[src/rtl/apb4_to_passthrough_cpuif.sv]
`timescale 1ns/1ps
// -----------------------------------------------------------------------------
// apb4_to_passthrough_cpuif
//
// Bridges an APB4 completer port onto the register block passthrough cpuif
// request/response strobes. Each APB transfer becomes exactly one cpuif
// request; PREADY stays low until the matching ack arrives or the wait times
// out.
//
// Parameters
//   ADDR_W   byte address width on both sides
//   DATA_W   data width (8/16/32/64)
//   TIMEOUT  cycles to wait for an ack after the request is accepted;
//            0 waits forever
//
// Ports
//   clk, rst          single clock, synchronous active-high reset
//   s_apb_*           APB4 completer port (psel/penable/pwrite/paddr/pwdata/
//                     pstrb in, pready/prdata/pslverr out)
//   m_req             cpuif request strobe, held while stalled
//   m_req_is_wr       request is a write
//   m_addr            word-aligned request address
//   m_wr_data         write data (0 for reads)
//   m_wr_biten        per-bit write enable from pstrb (0 for reads)
//   m_req_stall_wr/rd regblock cannot accept a write/read this cycle
//   m_rd_ack/err/data read response
//   m_wr_ack/err      write response
//   timeout_pulse     one-cycle pulse when a transfer times out
// -----------------------------------------------------------------------------
module apb4_to_passthrough_cpuif #(
  parameter int unsigned ADDR_W  = 32,
  parameter int unsigned DATA_W  = 32,
  parameter int unsigned TIMEOUT = 64
) (
  input  logic                clk,
  input  logic                rst,
  input  logic                s_apb_psel,
  input  logic                s_apb_penable,
  input  logic                s_apb_pwrite,
  input  logic [ADDR_W-1:0]   s_apb_paddr,
  input  logic [DATA_W-1:0]   s_apb_pwdata,
  input  logic [DATA_W/8-1:0] s_apb_pstrb,
  output logic                s_apb_pready,
  output logic [DATA_W-1:0]   s_apb_prdata,
  output logic                s_apb_pslverr,
  output logic                m_req,
  output logic                m_req_is_wr,
  output logic [ADDR_W-1:0]   m_addr,
  output logic [DATA_W-1:0]   m_wr_data,
  output logic [DATA_W-1:0]   m_wr_biten,
  input  logic                m_req_stall_wr,
  input  logic                m_req_stall_rd,
  input  logic                m_rd_ack,
  input  logic                m_rd_err,
  input  logic [DATA_W-1:0]   m_rd_data,
  input  logic                m_wr_ack,
  input  logic                m_wr_err,
  output logic                timeout_pulse
);

  localparam int unsigned BYTE_W = DATA_W / 8;
  localparam logic [ADDR_W-1:0] ADDR_MASK = ~(ADDR_W'(BYTE_W - 1));

  // Counter holds 0..TIMEOUT-1; the last WAIT cycle is the one where it
  // equals TIMEOUT-1, so exactly TIMEOUT WAIT cycles elapse before giving up.
  localparam int unsigned CNT_W = (TIMEOUT > 1) ? $clog2(TIMEOUT) : 1;
  localparam logic [CNT_W-1:0] CNT_LAST = CNT_W'((TIMEOUT > 0) ? TIMEOUT - 1 : 0);

  typedef enum logic [1:0] {
    ST_IDLE  = 2'd0,
    ST_ISSUE = 2'd1,
    ST_WAIT  = 2'd2,
    ST_RESP  = 2'd3
  } state_t;

  state_t                state_q;
  logic                  wr_q;
  logic [ADDR_W-1:0]     addr_q;
  logic [DATA_W-1:0]     wdata_q;
  logic [BYTE_W-1:0]     strb_q;
  logic [DATA_W-1:0]     rdata_q;
  logic                  err_q;
  logic                  timed_out_q;
  logic [CNT_W-1:0]      cnt_q;

  logic                  stall_dir;
  logic                  ack_dir;
  logic                  err_dir;
  logic [DATA_W-1:0]     biten;

  // Only the response channel matching the captured direction is observed;
  // the other channel is ignored entirely.
  always_comb begin
    stall_dir = wr_q ? m_req_stall_wr : m_req_stall_rd;
    ack_dir   = wr_q ? m_wr_ack       : m_rd_ack;
    err_dir   = wr_q ? m_wr_err       : m_rd_err;
  end

  always_ff @(posedge clk) begin
    if (rst) begin
      state_q     <= ST_IDLE;
      wr_q        <= 1'b0;
      addr_q      <= '0;
      wdata_q     <= '0;
      strb_q      <= '0;
      rdata_q     <= '0;
      err_q       <= 1'b0;
      timed_out_q <= 1'b0;
      cnt_q       <= '0;
    end else begin
      case (state_q)
        ST_IDLE: begin
          if (s_apb_psel && !s_apb_penable) begin
            wr_q        <= s_apb_pwrite;
            addr_q      <= s_apb_paddr;
            wdata_q     <= s_apb_pwdata;
            strb_q      <= s_apb_pstrb;
            rdata_q     <= '0;
            err_q       <= 1'b0;
            timed_out_q <= 1'b0;
            state_q     <= ST_ISSUE;
          end
        end
        ST_ISSUE: begin
          if (!stall_dir) begin
            cnt_q <= '0;
            if (ack_dir) begin
              rdata_q <= wr_q ? '0 : m_rd_data;
              err_q   <= err_dir;
              state_q <= ST_RESP;
            end else begin
              state_q <= ST_WAIT;
            end
          end
        end
        ST_WAIT: begin
          if (ack_dir) begin
            rdata_q <= wr_q ? '0 : m_rd_data;
            err_q   <= err_dir;
            state_q <= ST_RESP;
          end else if (TIMEOUT != 0 && cnt_q == CNT_LAST) begin
            rdata_q     <= '0;
            err_q       <= 1'b1;
            timed_out_q <= 1'b1;
            state_q     <= ST_RESP;
          end else begin
            cnt_q <= cnt_q + 1'b1;
          end
        end
        ST_RESP: begin
          state_q <= ST_IDLE;
        end
        default: begin
          state_q <= ST_IDLE;
        end
      endcase
    end
  end

  always_comb begin
    biten = '0;
    for (int unsigned i = 0; i < DATA_W; i++) begin
      biten[i] = strb_q[i / 8];
    end
  end

  always_comb begin
    m_req       = (state_q == ST_ISSUE);
    m_req_is_wr = wr_q;
    m_addr      = addr_q & ADDR_MASK;
    m_wr_data   = wr_q ? wdata_q : '0;
    m_wr_biten  = wr_q ? biten   : '0;
  end

  // If the requester has already dropped psel, the response cycle passes
  // without pready and the bridge simply returns to IDLE.
  always_comb begin
    s_apb_pready  = (state_q == ST_RESP) && s_apb_psel;
    s_apb_prdata  = s_apb_pready ? rdata_q : '0;
    s_apb_pslverr = s_apb_pready && err_q;
    timeout_pulse = (state_q == ST_RESP) && timed_out_q;
  end

endmodule

[config.mk]
export PLATFORM = sky130hd
export DESIGN_NAME = apb4_to_passthrough_cpuif
export DESIGN_NICKNAME = d
export VERILOG_FILES = /design/src/rtl/apb4_to_passthrough_cpuif.sv
export SDC_FILE = /design/constraint.sdc
export NUM_CORES = 1
export LEC_CHECK = 0
export CORE_MARGIN = 4
export CORE_UTILIZATION = 44
export DETAILED_ROUTE_END_ITERATION = 8
export PLACE_DENSITY = 0.9
export SKIP_LAST_GASP = 1
export SLEW_MARGIN = 15
export SYNTH_ARGS = -nofsm -noshare
export SYNTH_HDL_FRONTEND = slang
export SYNTH_SLANG_ARGS = --single-unit
[constraint.sdc]
create_clock -name clk -period 4.9 [get_ports clk]
set_clock_uncertainty 0.1 [all_clocks]
set_input_delay 0.98 -clock clk [delete_from_list [all_inputs] [get_ports clk]]
set_output_delay 0.98 -clock clk [all_outputs]
set_load 0.02 [all_outputs]
==> summary.md <==
| Metric | Value |
|---|---|
| Outcome | finished, final reports clean |
| Post-Syn Area | about 5000 um2 |
| Critical Path Start | s_apb_psel |
| Worst min path class | reg2reg |
| Leak pwr | 2.89 nW |
| Share of cells above drive strength 1 | 3.69% |
| Detailed Place HPWL | 10800 um |
| First-pass GRT wire length | 22900 um |
| Die Span Y | 115 um |
| CP Data Required Time | 3.82 ns |
| Pre-CTS setup slack | 0.890 ns |
| Initial antenna violation count | 1 |
| Clock Path Buffers | 2 |
| PostCTS Resize Cnt | 0 |
| Hold depth | 2 |
| Most common cell in the netlist | nand2_1 |
| Area after DPL | 7260 um2 |
| Design Area, Final | 7540 um2 |
| Max-cap check violation count | 0 |
| Synth cell count leaders | 169 x nand2_1, 109 x dfxtp_1, 75 x a21oi_1, 39 x and2_1, 36 x clkbuf_1 |
| Largest cells by area after synthesis | dfxtp_1 43%, nand2_1 13%, a21oi_1 7.5% |
| DRT antenna net count | 0 |
| Vias per inst | 5.12 |
| Worst Tran Pin Value | 1.04 ns |
| Clock Latency Late Sink | 0.34 ns |
| Post-CTS Hold Buffers | 0 |
| GRT overflow | 0 |
| WL/cell | between 15 and 20 um |
| Count of clock tree sinks | between 100 and 150 |
| Vias in the first global route | ~4.9k |
| # IOs | between 200 and 250 |
| First-pass DRT Iterations | 4 |
| Max Clk Rate | 246 MHz |
| Crit path DAT | 2.98 ns |
| Tot GR Track Use | between 20% and 30% |
| Synth async-reset ratio | 0% |
| Post-route minimum period | approximately 4 ns |
| WL final | 14800 um |
| Post-layout util | 68.4% |
| Final-report setup violation count | 0 |
| Non-filler instance count after layout | roughly 950 |
| Worst Hold Margin | 0.351 ns |
| PD cells | 341 nW/um2 |
| Max-slew headroom | 30.6% |
| Die Wd | 115 um |
| Final nets | 925 |
| Initial DRC Count | 251 |
| Row count | 38 |
| Hold Fails Final Rpt | 0 |
| Setup TNS | 0 ns |
| EDFF count, synth | 0 |
| Peak supply drop | between 200 and 250 uV |
| Top cell type's share of synthesized area | 43.4% |
| CP Capture Type | primary output |
| #FFs+latches synth | around 110 |
| Largest net degree at the start of global routing | 109 |
| Starting Density | approximately 46% |
| Flop2flop setup slack | 2.03 ns |
| CTS tree | yes |
| Largest area contributor in the netlist | dfxtp_1 |
| P&R area growth vs syn | 50.0% |
| CP Class | in2out |
| Power Total | 2.57 mW |
| Final worst path period share | 82.8% |
| Seq/Total Area, Yosys | a little over two fifths |
| Main synth FF type | dfxtp_1 |
| Core area | 11000 um2 |
| Vias | a little under 5k |
| Worst setup margin | 0.842 ns |
| IO buf count | 239 |
| RSZ-0062 raised after global routing | no |
| Min-Delay Endpoint | strb_q[1]$_SDFFE_PP0P_ |
| Drt drc | 0 |
| Max-slew violations | 0 |
| Mapped Avg Cell Area | between 8 and 9 um2 |
| Post-Synthesis Cells | roughly 620 |
| Dpl cells | 936 |
| Yosys cell types | 34 |
| H-tree levels | 3 |
| Final Wtd Congestion | 0.818 |
| RR Startpoint | m_req_is_wr$_SDFFE_PP0P_ |
| Total CTS buffers | 9 |
| Min-delay src | strb_q[1]$_SDFFE_PP0P_ |
| R2R cell count | 6 |
| Setup bufs post-CTS | 0 |
| Setup crit start kind | input pin |
| Clock root buffer | clkbuf_16 |
| Reg-to-reg endpoint | rdata_q[20]$_SDFFE_PP0P_ |
| Ys Warns | 0 |
| Area of the die | 13200 um2 |
| Critical path fanouts, max | 35 |
| Worst-path clk slew | 0.06 ns |
[worst max path at each step]
stage | to
floorplan | m_wr_biten[10]
global route | s_apb_prdata[23]
detailed placement | s_apb_prdata[22]
finish | s_apb_prdata[16]
global placement | s_apb_prdata[25]
CTS | s_apb_prdata[3]
[worst max-delay path, stage by stage]
cell and delay [ns]:
clkdlybuf4s50_1 1.10, and3_1 0.27, clkdlybuf4s50_1 0.62
[logic make-up after synthesis]
group                      count (synthesis)  share of synthesized area [%]
and+or+nand+nor                          296                           28.6
DFF                                      109                           43.4
AOI/OAI and AO/OA                         95                           10.6
buffers and inverters                     80                           8.36
muxes                                     36                           7.27
adders and majority gates                  7                           1.74
other                                      1                         0.0746
[report_power, final]
part,internal (mW),leakage (nW),switching [mW]
combinational,0.374,1.87,0.487
clock,0.373,0.132,0.314
sequential,0.975,0.885,0.0512
[flip-flops by register name (all words and copies together) (netlist names)]
| signal | cells |
|---|---|
| wdata_q | 32 |
| m_req_is_wr | 1 |
| strb_q | 4 |
| addr_q | 30 |
| cnt_q | 6 |
| err_q | 1 |
| timed_out_q | 1 |
| rdata_q | 32 |
| state_q | 2 |
[cell usage in the layout (no fill, tap or decap), types with 2 or more instances in the layout]
cell type        count
a21boi_1             3
a21oi_1             75
a221oi_1             2
and2_1              38
and3_1              34
buf_4                8
clkbuf_1             2
clkbuf_16            9
clkbuf_8             2
clkdlybuf4s50_1    238
clkinvlp_4           2
conb_1               2
dfxtp_1            109
ha_1                 7
inv_1                5
mux2i_1             34
nand2_1            168
nand2b_1            35
nand3_1              2
nand4_1              3
nor2_1               3
nor2b_1              4
nor3_1               2
o2111ai_1            3
o21ai_0              4
o31ai_1              3
or4_1                3
[routing by layer]
layer	vias up	track usage, %	part of all wire [%]
met5	-	0	0
met4	0	10.3	3.7
met3	40	4.05	6.2
met2	178	39.6	53
met1	2280	22.7	37
li1	2381	-	-
[layout make-up]
| cell class | count | area, um2 |
|---|---|---|
| fillers | 851 | 3490 |
| repair buffers | 246 | 2440 |
| multi-input cells | 436 | 2440 |
| flip-flops and latches | 109 | 2180 |
| clock buffers | 13 | 260 |
| well taps | 140 | 175 |
| clock inverters | 3 | 20.0 |
| inverters | 5 | 18.8 |
| diodes | 1 | 2.50 |
(Power assumes the default switching activity.)
